<file path="src/rtl/mux_scan_pkg.sv">
// Shared types and helpers for the mux_scan block.
// State encoding and select-width sizing.
package mux_scan_pkg;

  typedef enum logic {
    ST_MANUAL = 1'b0,
    ST_SCAN   = 1'b1
  } state_t;

  function automatic int clog2_min1(input int n);
    int r;
    r = $clog2(n);
    return (r < 1) ? 1 : r;
  endfunction

endpackage

</file>
<file path="src/rtl/mux_scan_scan_counter.sv">
// Scan channel/dwell counters with hold, clear and wrap pulse.
// wrap lands on the step that first presents channel 0 again.
module scan_counter
  import mux_scan_pkg::*;
#(
  parameter int CHANNELS = 4,
  parameter int DWELL    = 4,
  localparam int CH_W    = clog2_min1(CHANNELS),
  localparam int DC_W    = clog2_min1(DWELL)
) (
  input  logic            clk,
  input  logic            rst_n,
  input  logic            hold,
  input  logic            clear,
  output logic [CH_W-1:0] ch,
  output logic [DC_W-1:0] dcnt,
  output logic            wrap
);

  logic last_d;
  logic last_ch;
  logic pend;

  assign last_d  = (dcnt == DC_W'(DWELL - 1));
  assign last_ch = (ch == CH_W'(CHANNELS - 1));

  // Advance dwell/channel; pend remembers a wrap for the next step
  always_ff @(posedge clk or negedge rst_n) begin
    if (!rst_n) begin
      ch   <= '0;
      dcnt <= '0;
      pend <= 1'b0;
      wrap <= 1'b0;
    end else if (hold) begin
      wrap <= 1'b0;
    end else if (clear) begin
      ch   <= '0;
      dcnt <= '0;
      pend <= 1'b0;
      wrap <= 1'b0;
    end else begin
      wrap <= pend;
      pend <= last_d && last_ch;
      if (last_d) begin
        dcnt <= '0;
        ch   <= last_ch ? '0 : ch + CH_W'(1);
      end else begin
        dcnt <= dcnt + DC_W'(1);
      end
    end
  end

endmodule

</file>
<file path="src/rtl/mux_scan.sv">
// Registered N-channel word mux with manual and auto-scan modes.
// Output inversion, hold freeze, range error flag.
module mux_scan
  import mux_scan_pkg::*;
#(
  parameter int WIDTH    = 8,
  parameter int CHANNELS = 4,
  parameter int DWELL    = 4,
  localparam int SEL_W   = clog2_min1(CHANNELS)
) (
  input  logic                      clk,
  input  logic                      rst_n,
  input  logic                      mode,
  input  logic [SEL_W-1:0]          sel_in,
  input  logic                      hold,
  input  logic                      invert,
  input  logic [CHANNELS*WIDTH-1:0] data_in,
  output logic [WIDTH-1:0]          y,
  output logic [SEL_W-1:0]          sel_out,
  output logic                      valid,
  output logic                      wrap,
  output logic                      err
);

  localparam logic [SEL_W:0] CH_LIM = (SEL_W + 1)'(CHANNELS);
  localparam int DC_W = clog2_min1(DWELL);

  state_t             state_q;
  state_t             state_d;
  logic [SEL_W-1:0]   ch;
  logic [DC_W-1:0]    dcnt;
  logic               in_range;
  logic [WIDTH-1:0]   y_d;
  logic [SEL_W-1:0]   sel_d;
  logic               valid_d;
  logic               err_d;
  logic               clear;

  assign in_range = ({1'b0, sel_in} < CH_LIM);
  assign clear    = (state_d == ST_MANUAL);

  scan_counter #(
    .CHANNELS (CHANNELS),
    .DWELL    (DWELL)
  ) u_scan (
    .clk   (clk),
    .rst_n (rst_n),
    .hold  (hold),
    .clear (clear),
    .ch    (ch),
    .dcnt  (dcnt),
    .wrap  (wrap)
  );

  // Next mode and next output word; hold freezes everything
  always_comb begin
    state_d = state_q;
    y_d     = y;
    sel_d   = sel_out;
    valid_d = valid;
    err_d   = err;
    if (!hold) begin
      state_d = mode ? ST_SCAN : ST_MANUAL;
      unique case (1'b1)
        state_d == ST_SCAN: begin
          y_d     = data_in[ch*WIDTH +: WIDTH] ^ {WIDTH{invert}};
          sel_d   = ch;
          valid_d = 1'b1;
          err_d   = 1'b0;
        end
        state_d == ST_MANUAL && in_range: begin
          y_d     = data_in[sel_in*WIDTH +: WIDTH] ^ {WIDTH{invert}};
          sel_d   = sel_in;
          valid_d = 1'b1;
          err_d   = 1'b0;
        end
        default: begin
          y_d     = '0;
          valid_d = 1'b0;
          err_d   = 1'b1;
        end
      endcase
    end
  end

  // Mode and output registers
  always_ff @(posedge clk or negedge rst_n) begin
    if (!rst_n) begin
      state_q <= ST_MANUAL;
      y       <= '0;
      sel_out <= '0;
      valid   <= 1'b0;
      err     <= 1'b0;
    end else begin
      state_q <= state_d;
      y       <= y_d;
      sel_out <= sel_d;
      valid   <= valid_d;
      err     <= err_d;
    end
  end

  logic unused_dcnt;
  assign unused_dcnt = ^dcnt;

endmodule

</file>
<file path="config.mk">
export PLATFORM = sky130hd
export DESIGN_NAME = mux_scan
export DESIGN_NICKNAME = d
export VERILOG_FILES = /design/src/rtl/mux_scan_pkg.sv /design/src/rtl/mux_scan_scan_counter.sv /design/src/rtl/mux_scan.sv
export SDC_FILE = /design/constraint.sdc
export NUM_CORES = 1
export LEC_CHECK = 0
export ABC_AREA = 1
export CAP_MARGIN = 10
export CORE_MARGIN = 5
export CORE_UTILIZATION = 41
export CTS_CLUSTER_SIZE = 24
export DETAILED_ROUTE_END_ITERATION = 16
export GPL_TIMING_DRIVEN = 0
export PLACE_DENSITY = 0.79
export SETUP_SLACK_MARGIN = 0.2
export SKIP_CTS_REPAIR_TIMING = 1
export SYNTH_ARGS = -nofsm -noshare
export SYNTH_HDL_FRONTEND = slang
export SYNTH_SLANG_ARGS = --single-unit
</file>
<file path="constraint.sdc">
create_clock -name clk -period 1.57 [get_ports clk]
set_clock_uncertainty 0.05 [all_clocks]
set_input_delay 0.314 -clock clk [delete_from_list [all_inputs] [get_ports clk]]
set_output_delay 0.314 -clock clk [all_outputs]
set_load 0.01 [all_outputs]
</file>
Word-level counts from Yosys, hierarchy flattened:

Cells that the tools add are included.
W data, S select, Z words.

* memory bits (writable): 0
* bits in latches: 0
* bits of input ports: 39
* register bits: 18
* output and inout port bits: 13
* logic and storage cells: 33
* ROM bits: 0
* memories kept: 0

* shift operators: 2
* divide/modulo/power cells: 0
* bitwise operators: 4
* equal/unequal tests: 3
* $mul: 0
* mux-type cells: 12
* order comparisons: 0
* reductions and logical operators: 2
* add/sub/neg operators: 2

Operators by type and width (number)
* $shiftx A32 B6 Y8: 2
* $pmux W8 S2: 1
* $xor A8 B8 Y8: 2
* $mux W2: 5
* $mux W1: 5
* $add A2 B1 Y2 const B: 2
* $eq A2 B2 Y1 const B: 2
* $pmux W2 S2: 1
* $ne A2 B1 Y1 const B: 1
* $not A1 Y1: 2
* $reduce_and A2 Y1: 1
* $logic_and A1 B1 Y1: 1

Longest topological paths before layout:

* depth in word-level cells: 4
* mapped depth: 9

Modules after synthesis:

Synthesis repeated with hierarchy kept, for this count alone.

* cell total of the unflattened synthesis: 168
* area total of the unflattened synthesis: 1149.9 um^2

Modules (own cells, without submodules)
* mux_scan: instances 1, cells an instance 138, seq. area each 300.3 um^2, area each 878.3 um^2
* scan_counter: instances 1, cells an instance 30, seq. area each 150.1 um^2, area each 271.5 um^2

Least setup slack after synthesis:

Ideal clock, no wire load.

* path type: register to register
* from: reg u_scan.ch[0]
* to: reg y[1]
* buffers on the path: 1
* arrival: 1.044 ns
* stages on the path, launching flop included: 8
* clock period less this slack: 1.211 ns
* library setup time: 0.117 ns
* setup slack: 0.359 ns
* cells stage by stage: dfrtp_1 nand2_2 buf_4 nand3_1 nand3_2 nand3_1 nand3_1 nand2_1

* word-level cells in the longest chain between the ends: 3

RTL lines
* start, declared: RTL line mux_scan_scan_counter.sv:15 `output logic [CH_W-1:0] ch,`
* start signal, assigned: RTL line mux_scan_scan_counter.sv:46 `ch <= last_ch ? '0 : ch + CH_W'(1);`
* $shiftx A32 B6 Y8: RTL line mux_scan.sv:66 `y_d = data_in[ch*WIDTH +: WIDTH] ^ {WIDTH{invert}};`
* $xor A8 B8 Y8: RTL line mux_scan.sv:66
* $pmux W8 S2: RTL line mux_scan.sv:64 `unique case (1'b1)`
* end signal, assigned: RTL line mux_scan.sv:96 `y <= y_d;`
* end, declared: RTL line mux_scan.sv:18 `output logic [WIDTH-1:0] y,`

No other way between the ends.
A chain may end at the register's enable or synchronous reset.

Worst setup path after layout:

* from: reg u_scan.ch[0]
* to: reg y[2]

Same word-level chain as after synthesis.

==> results.cfg <==
[sta]
timing.fmax_mhz = 722
slew_viol_final = 0
worst_pin_slew_ns = 0.861
hold_viol = 0
setup_violations = 0
fin_crit_sh_pct = 88.2
max-slew-margin-rel_pct = 42.4
min_period_ns = 1.38
rsz0062_at_grt = yes
tns_ns = 0

[cts]
cts_buffers = 3
cts.sinks = 18
tritoncts = done
h-tree-depth = 1
clock_latency_ns = 0.29
clkTransAtPathRegs_ns = 0.11
clockBufferDepth = 2
cts-root-buf = clkbuf_4

[cells_and_area]
multi_input_area_um2 = 779
fin_area_mm2 = 0.00198
regArea_um2 = 450
finalNetCount = 262
nFillCells = 219
drive_above_1_share_pct = 22.7
insertedDiodeCount = 0
areaGrowthSynthToFinish_pct = 70.0

[global_routing]
grt_overflow = 0
grt_pass1_wl_um = 6150
grtUsageTotal_pct = 18.7
antenna_found_initial = 0
grt_max_degree = 19
first_global_vias = 1364

[worst_setup_path]
critical_path_required_ns = 1.71
reg2reg_from = u_scan.ch[0]
crit_path_end_kind = flip-flop
ff2ff_setup_slack_ns = 0.19
crit_type = reg -> reg
cp_max_fo = 7
ff2ff_path_depth = 7
crit_arrival_ns = 1.53
start_kind = flip-flop
r2r_end = y[2]

[route]
wl_um = 4070
avgRoutedWirePerCell_um = 16.2
first_iter_violations = 67
met2_length_um = 2170
via_per_inst = 5.63
top_layer = met4
drc = 0
via_count = 1414
route.met3.wl_um = 329
drtAntennaViolNets = 0
dr.pass1.iters = 4
wl_met1_um = 1500

[min_path]
min_to = u_scan.dcnt[1]
holdCritPathClass = in -> reg
min-delay-start = mode
worstHoldPathCells = 3

[synthesis]
syn_nets = 203
yosysWarningCount = 0
syn_avg_cell_area_um2 = 7.18
ys_types = 21
synth_cells = 162
syn-cell-area_mm2 = 0.00116
ys_ff_latch = 18
ys_seq_area_share_pct = 38.8

[power]
vdd_drop_max_mv = 0.648
leakagePower_nw = 1.08
p_per_area_mw_per_mm2 = 764

[floorplanning]
die-area_mm2 = 0.00400
start_util_pct = 42.5
rows = 19
die_w_um = 63.2
coreArea_mm2 = 0.00273
dieHeight_um = 63.2
io_pins = 52

[status]
status = completed

[job]
cap_violations = 0

[place]
io_buffers = 49
hpwl_um = 2860
gp_congestion = 0.875
post_dp_cell_area_mm2 = 0.00169
==> layout make-up <==
cell class / count / share of cell area (%)
Buffer: 6 / 2.72
Clock buffer: 4 / 1.84
Inverter: 7 / 1.71
Multi-Input combinational cell: 131 / 39.5
Sequential cell: 18 / 22.8
Tap cell: 31 / 1.96
Timing Repair Buffer: 54 / 29.5
==> registers in the layout (all words and copies together) (netlist names) <==
name,cells
sel_out,2
valid,1
u_scan.dcnt,2
y,8
u_scan.pend,1
state_q,1
u_scan.ch,2
u_scan.wrap,1
==> report_power, final <==
group | switching [mW] | internal, mW | total (mW)
logic | 0.341 | 0.321 | 0.662
clock network | 0.139 | 0.141 | 0.280
registers | 0.0416 | 0.526 | 0.567
total | 0.522 | 0.988 | 1.51
==> placed cells by master (no fill, tap or decap), types with 3 or more instances in the layout <==
cell	n
buf_4	4
clkbuf_4	3
clkdlybuf4s50_1	34
dfrtp_1	18
dlymetal6s2s_1	14
inv_1	5
nand2_1	51
nand2_4	4
nand3_1	34
nand3_2	24
nor2_1	5
o21ai_0	3
==> per-stage QoR <==
stage | hold WS [ns] | cells | util (%) | worst slack, ns | power [mW]
floorplan | -0.0316 | 162 | - | 0.359 | 0.864
global placement | 0.405 | 242 | 61.9 | -0.389 | 1.11
detailed placement | 0.403 | 242 | 61.9 | -0.402 | 1.13
CTS | 0.369 | 246 | 63.2 | -0.0892 | 1.42
global route | 0.341 | 251 | 72.3 | 0.0768 | 1.61
finish | 0.348 | 251 | 72.3 | 0.186 | 1.51
==> layer usage <==
metal | GRT usage, % | vias to the layer above
met2 | 32.9 | 65
met4 | 4.16 | 0
li1 | - | 665
met5 | 0 | -
met1 | 22.8 | 674
met3 | 4.62 | 10
==> synth_stat cells <==
library cell,instances,area share (%)
a31oi_1,1,0.54
buf_2,1,0.43
buf_4,3,1.9
clkbuf_1,1,0.32
clkbuf_8,1,1.2
conb_1,1,0.32
dfrtp_1,18,39
ha_1,2,2.2
inv_1,5,1.6
inv_2,1,0.32
inv_6,1,0.75
nand2_1,54,17
nand2_2,1,0.54
nand2_4,2,1.9
nand3_1,55,24
nand3_2,4,3.4
nor2_1,5,1.6
o21ai_0,3,1.3
o22ai_1,1,0.54
o31ai_1,1,0.65
or2_2,1,0.54
==> critical path, cell delays in order (launching register included) <==
cell     delay (ns)
dfrtp_1        0.45
nand2_4        0.18
buf_6          0.13
nand3_1        0.08
nand3_1        0.15
nand3_1        0.11
nand3_1        0.09
nand2_1        0.05
==> worst max path at each step <==
stage | depth (start not counted) | endpoint | slack (ns) | from
CTS | 10 | y[4] | -0.09 | mode
floorplan | 7 | y[1] | 0.36 | u_scan.ch[0]
global route | 8 | y[2] | 0.08 | u_scan.ch[0]
global placement | 10 | y[4] | -0.39 | mode
finish | 7 | y[2] | 0.19 | u_scan.ch[0]
detailed placement | 10 | y[4] | -0.40 | mode
==> logic make-up after synthesis <==
family                     count (synthesis)  share of synthesized area, %
adders and majority gates                  2                          2.15
DFF                                       18                          38.8
and+or+nand+nor                          122                          49.2
other                                      1                         0.323
AOI/OAI and AO/OA                          6                          3.01
buffers and inverters                     13                          6.57
Power figures use the tool's default switching activity.
